$ cat config.mk
export PLATFORM = sky130hd
export DESIGN_NAME = mod_counter
export DESIGN_NICKNAME = d
export VERILOG_FILES = /design/src/rtl/counter_pkg.sv /design/src/rtl/counter_prescale.sv /design/src/rtl/mod_counter.sv
export SDC_FILE = /design/constraint.sdc
export NUM_CORES = 1
export LEC_CHECK = 0
export CAP_MARGIN = 25
export CORE_AREA = 3 3 40 42
export CTS_CLUSTER_SIZE = 40
export DETAILED_ROUTE_END_ITERATION = 7
export DIE_AREA = 0 0 43 45
export GPL_TIMING_DRIVEN = 0
export PLACE_DENSITY = 0.52
export SKIP_LAST_GASP = 1
export SLEW_MARGIN = 20
export SYNTH_ARGS = -nofsm -noshare
export SYNTH_HDL_FRONTEND = slang
export SYNTH_SLANG_ARGS = --single-unit
$ cat constraint.sdc
create_clock -name clk -period 1.3 [get_ports clk]
set_input_delay 0.195 -clock clk [delete_from_list [all_inputs] [get_ports clk]]
set_output_delay 0.195 -clock clk [all_outputs]
set_load 0.02 [all_outputs]
$ cat src/rtl/counter_pkg.sv
// Shared constants and helpers for the modulo counter and its prescaler.
package counter_pkg;

    localparam logic DIR_UP   = 1'b1;
    localparam logic DIR_DOWN = 1'b0;

    // Bits needed to hold values 0..value-1 (at least 1).
    function automatic int clog2(input int value);
        int r;
        r = 0;
        while ((1 << r) < value) begin
            r = r + 1;
        end
        if (r == 0) begin
            r = 1;
        end
        return r;
    endfunction

endpackage

$ cat src/rtl/counter_prescale.sv
// Enable prescaler: tick fires on every PRESCALE-th enabled cycle.
// With PRESCALE=1 it is a plain wire from en to tick.
module counter_prescale
    import counter_pkg::*;
#(
    parameter int PRESCALE = 1
) (
    input  logic clk,
    input  logic clr,
    input  logic en,
    input  logic sync_clr,
    output logic tick
);

    generate
        if (PRESCALE == 1) begin : g_bypass
            logic unused_ps;
            assign unused_ps = ^{clk, clr, sync_clr};
            assign tick      = en;
        end else begin : g_div
            localparam int PW = clog2(PRESCALE);
            localparam logic [PW-1:0] PS_LAST = PW'(PRESCALE - 1);

            logic [PW-1:0] ps_q;
            logic [PW-1:0] ps_d;

            assign tick = en && (ps_q == PS_LAST);

            always_comb begin
                ps_d = ps_q;
                if (sync_clr) begin
                    ps_d = '0;
                end else if (tick) begin
                    ps_d = '0;
                end else if (en) begin
                    ps_d = ps_q + 1'b1;
                end
            end

            always_ff @(posedge clk) begin
                if (clr) begin
                    ps_q <= '0;
                end else begin
                    ps_q <= ps_d;
                end
            end
        end
    endgenerate

endmodule

$ cat src/rtl/mod_counter.sv
// Up/down modulo counter with prescaler, clamped load and terminal-count pulse.
// Optional saturate mode (sat port) when MOD_COUNTER_SAT_EN is defined.
module mod_counter
    import counter_pkg::*;
#(
    parameter int WIDTH    = 4,
    parameter int MODULUS  = 16,
    parameter int PRESCALE = 1
) (
    input  logic             clk,
    input  logic             clr,
    input  logic             en,
    input  logic             up_dn,
    input  logic             load,
    input  logic [WIDTH-1:0] load_val,
`ifdef MOD_COUNTER_SAT_EN
    input  logic             sat,
`endif
    output logic [WIDTH-1:0] count,
    output logic             tc
);

    // One extra bit so MODULUS = 2^WIDTH does not overflow the compare.
    localparam logic [WIDTH:0] CNT_MAX = (WIDTH + 1)'(MODULUS - 1);

    logic [WIDTH-1:0] count_q;
    logic             tc_q;
    logic [WIDTH:0]   count_d;
    logic             tc_d;
    logic             tick;
    logic [WIDTH:0]   cnt_ext;
    logic [WIDTH:0]   load_ext;
    logic             unused_msb;

    counter_prescale #(
        .PRESCALE (PRESCALE)
    ) u_prescale (
        .clk      (clk),
        .clr      (clr),
        .en       (en),
        .sync_clr (load),
        .tick     (tick)
    );

    assign cnt_ext  = {1'b0, count_q};
    assign load_ext = {1'b0, load_val};

    always_comb begin
        count_d = cnt_ext;
        tc_d    = 1'b0;
        if (load) begin
            count_d = (load_ext > CNT_MAX) ? CNT_MAX : load_ext;
        end else if (tick) begin
            if (up_dn == DIR_UP) begin
                if (cnt_ext == CNT_MAX) begin
                    tc_d    = 1'b1;
                    count_d = '0;
`ifdef MOD_COUNTER_SAT_EN
                    if (sat) begin
                        count_d = CNT_MAX;
                    end
`endif
                end else begin
                    count_d = cnt_ext + 1'b1;
                end
            end else begin
                if (cnt_ext == '0) begin
                    tc_d    = 1'b1;
                    count_d = CNT_MAX;
`ifdef MOD_COUNTER_SAT_EN
                    if (sat) begin
                        count_d = '0;
                    end
`endif
                end else begin
                    count_d = cnt_ext - 1'b1;
                end
            end
        end
    end

    assign unused_msb = count_d[WIDTH];

    always_ff @(posedge clk) begin
        if (clr) begin
            count_q <= '0;
            tc_q    <= 1'b0;
        end else begin
            count_q <= count_d[WIDTH-1:0];
            tc_q    <= tc_d;
        end
    end

    assign count = count_q;
    assign tc    = tc_q;

endmodule

== Word level (Yosys, flattened, before mapping) ==
Cells that the tools add are included.
Storage, ports and cells
  output and inout port bits: 5
  register bits after elaboration: 5
  logic and storage cells: 19
  bits of input ports: 9
Cells by class
  muxes and demuxes: 9
  reductions and logical operators: 3
  add/subtract/negate cells: 2
  bitwise logic cells: 1
  equality and inequality tests: 1
  $lt $le $gt $ge: 1
Operators with widths (count)
  2-to-1 mux 4 bit: 6
  zero test 5 bit: 1
  adder 4 x 1 -> 4 bit (second input constant): 1
  == test 4 bit (second input constant): 1
  greater-than comparator 4 bit (second input constant): 1
  subtractor 4 x 1 -> 4 bit (second input constant): 1
  2-to-1 mux 1 bit: 3
  OR reduction 3 bit: 1
  nonzero test 2 bit: 1
  NOT 1 bit: 1

== Depth between registers and ports, before layout ==
  depth after elaboration: 5
  mapped depth: 6
  gate-level depth less buffers: 6

== Modules after synthesis ==
A second synthesis with hierarchy kept.
Unflattened totals
  cell total of the unflattened synthesis: 42
  area total of the unflattened synthesis: 336.6 µm²
By module, submodules not included
  mod_counter: cells an instance 41, times used 1, area each 329.1 µm², seq. area each 100.1 µm²
  counter_prescale: cells an instance 1, times used 1, area each 7.5 µm², seq. area each 0.0 µm²

== Worst setup path after synthesis ==
No wires, ideal clock.
  path type: register to register
  from: register count_q[0], in the netlist count[0]
  to: register count_q[2], in the netlist count[2]
  stages on the path, launching flop included: 7
  arrival time: 1.348 ns
  setup slack: -0.163 ns
  clock period less this slack: 1.463 ns
  required time: 1.185 ns
  path buffers: 0
  library setup time: 0.115 ns
  path through: dfxtp_1 -> inv_1 -> ha_1 -> mux2_1 -> nand2_1 -> xnor2_1 -> o21a_1
Between the ends
  word-level cells in the longest chain between the ends: 5
  elaborated cells between the ends (all ways): 9
  those cells by class: add/sub (2); eq/ne (1); mux (5); reduce/logical (1)
RTL lines
  start: declaration: RTL line mod_counter.sv:26  | logic [WIDTH-1:0] count_q;
  start signal: assignment: RTL line mod_counter.sv:89  | count_q <= count_d[WIDTH-1:0];
  subtractor 4 x 1 -> 4 bit, or another cell as far along: RTL line mod_counter.sv:76  | count_d = cnt_ext - 1'b1;
  2-to-1 mux 4 bit (on tied branches): RTL line mod_counter.sv:67, mod_counter.sv:55
  2-to-1 mux 4 bit (*): RTL line mod_counter.sv:54  | if (up_dn == DIR_UP) begin
  2-to-1 mux 4 bit (*): RTL line mod_counter.sv:53  | end else if (tick) begin
  2-to-1 mux 4 bit (*): RTL line mod_counter.sv:51  | if (load) begin
Mark *: on every way between the ends. The rest lies on a longest branch, timed or not. The select of a mux whose other input is x is not followed.
A chain may end at the register's enable or synchronous reset.

== Final worst setup path ==
  from: register count_q[2], in the netlist count[2]
  to: register count_q[3], in the netlist count[3]
The elaborated chain is that of the path after synthesis.

==> metrics <==
Design Area, Final=roughly 560 sq um; actual slew at the worst max-slew pin=~0.44 ns; # Max-Cap Violations=0; number of synthesized register bits=5; chain of cells forming the critical path=or4_4 -> a311oi_2 -> a211oi_1; Cells after Synth=between 40 and 50; DP Worst Slack=-0.120 ns; cell area after placement=between 400 and 500 sq um; Avg Synthesized Cell Area=8.03 sq um; Worst EP required=~1.4 ns; area delta synth->final=70.3%; RSZ-0062 raised after global routing=true; compound-cell area share of the yosys netlist=approximately 20%; total of endpoints with negative setup slack in the final report=1; maximum number of pins on one net before global-route repair=11; FILL cells=127; GRT Util Overall=roughly a tenth; largest family of logic cells by synthesized area=simple AND/OR/NAND/NOR gates; RePlAce Congestion=approximately 0.68; setup TNS=-0.0361 ns; basic-gate share of the synthesized area counting and, or, nand and nor cells=22.1%; clock latency of the later-clocked register in the worst-skew pair=roughly 0.24 ns; wirelength, routed=approximately 860 um; static leakage=0.239 nW; number of global-route vias before repair=roughly 320; clock tree root buffer cell=clkbuf_4; count of routing violations after the opening detailed-route iteration=1; diodes inserted=0; slowest CP cell=or4_4; die extent in x=roughly 43 um; number of buffers on the longest clock path=2; starting density of the core=25.6%; cell types with the largest area share after synthesis=dfxtp_1 (30%), xnor2_1 (8.0%), ha_1 (7.6%); number of nets with antenna violations after detailed routing=0; Hold/Removal Path Class=input port to flip-flop; register clock-pin slew on the reported worst setup and hold paths=~0.050 ns; register area share after synthesis=30.4%; sum of net half-perimeters after detailed placement=roughly 590 um; TritonCTS Buffers=3; Critical Path End Type=flip-flop; P per Cell Area=between 900 and 1000 mW/mm^2; post-synthesis instance area=329 sq um; violations in the final reports=negative setup slack; portion of the clock cycle consumed by the worst path in the final layout=103%; maximum resistive drop on vdd=just over 700 uV; Largest stage delay, worst path=around 0.53 ns; kind of cell with the highest combined delay on the critical path=simple AND/OR/NAND/NOR gates; top-area cell type share of the netlist area=a little under a third; commonest cells after routing, fill and taps aside=clkdlybuf4s50_1 (6), nand2_1 (4), nor2_1 (4), dlygate4sd2_1 (4), buf_4 (4); antenna violations before repair=0; run status=finished, violations left; placeable core area=0.00128 sq mm; Hold Fails Final Rpt=0; number of optimization iterations in the first detailed-route pass=2; final critical delay including setup and external delays=1.34 ns; top-level I/O count=14; NumNets Final=a little over 70; TritonCTS clock tree=done; Final Max Tran Viols=0; depth of the CTS H-tree=1; max-slew headroom at the worst pin=between 70 and 80%; height of the die=~45 um; largest area contributor in the synthesized netlist=dfxtp_1; wire length of the first global-routing pass=around 1400 um; syn nets=52; most common library cell in the layout ignoring fill and taps=clkdlybuf4s50_1; Die Footprint=around 0.0019 sq mm; number of core rows=13; multiplexer share of the synthesized area=approximately 6.5%; vias post-DR=360; GRT overflow=0; startpoint types=flip-flop; DRC=0; clock sinks=5; routed via count divided by cell count=roughly 4.8; hold buffer count at cts=0; number of warning messages in the yosys log=0; final critical-path setup slack=-0.0361 ns; share of synthesized cell area in full adder, half adder and majority cells=under 10%; fraction of layout cells with a size suffix above 1=around a quarter; synthesized-area fraction occupied by xor and xnor cells=7.98%; setup skew after layout=around 0.0056 ns; Worst Path Buf+Inv=0; average routed wire per standard cell=roughly 11 um; PortBufs=11; worst-path fanout max=2; startpoint-to-endpoint class of the critical path=flip-flop to flip-flop; number of distinct standard cells referenced by the synthesized netlist=22; arrival time of the worst setup path=roughly 1.5 ns; FMAX=~0.75 GHz
[Yosys cell counts, drive strengths merged]
library cell / n
a211oi: 1
clkbuf: 2
nand4: 1
a21oi: 3
a41oi: 1
or4: 1
o21a: 1
a21o: 1
dfxtp: 5
xnor2: 3
ha: 2
a311oi: 1
o21ai: 2
nor2b: 1
inv: 3
nand3: 1
nor4b: 2
mux2i: 1
nand2: 4
nor2: 4
mux2: 1
[cells by family after synthesis]
logic type      count (synthesis)
xor+xnor                        3
buf+inv                         5
fa+ha+maj                       2
flops                           5
compound gates                 10
simple gates                   14
mux                             2
[through the flow]
stage                     utilization [%]  hold WS, ns  power [W]  instances
after global routing                 43.6        0.440   0.000576         75
after CTS                            41.7        0.432   0.000524         75
after floorplan                         -        0.257   0.000266         41
after detailed placement             36.6        0.611   0.000324         67
after global placement               36.6        0.611   0.000323         67
final                                43.6        0.435   0.000527         75
[where the power goes]
part | total, W | switching (W) | leakage [nW] | internal [W]
Combinational | 0.000166 | 0.0000743 | 0.181 | 0.0000916
Sequential | 0.000181 | 0.0000161 | 0.0431 | 0.000165
Clock | 0.000181 | 0.0000647 | 0.0150 | 0.000116
Total | 0.000527 | 0.000155 | 0.239 | 0.000372
[repair_timing]
item	CTS	global route
setup endpoints to repair	9	6
resized for setup	9	5
pin swaps	3	1
buffers inserted	4	0
[per-layer routing]
layer	vias to the layer above	track usage [%]	routed length, um	part of all wire, %
met2	14	14.4	393	46
met5	-	0	0	0
met3	0	7.97	79	9.2
met4	0	3.61	0	0
li1	185	-	-	-
met1	161	11.1	386	45
[path summary, 6_finish.rpt]
| path | from | to | slack, ns | depth (start not counted) |
|---|---|---|---|---|
| worst max-delay path | count[2] | count[3] | -0.04 | 3 |
| worst min-delay path | load | count[2] | 0.44 | 2 |
| worst max register to register | count[2] | count[3] | -0.04 | 3 |
| worst min register to register | count[3] | count[3] | 0.66 | 2 |
[layout make-up]
class	count	area (sq um)	share of cell area [%]
repair buffers	15	135	24.1
well taps	15	18.8	3.35
plain buffers	2	7.51	1.34
multi-input cells	31	250	44.6
flip-flops and latches	5	111	19.9
clock buffers	4	26.3	4.69
inverters	3	11.3	2.01
[sequential cells by signal, summed over array words and instances (netlist names)]
| name | cells |
|---|---|
| count | 4 |
| tc | 1 |
(Power assumes the default switching activity.)
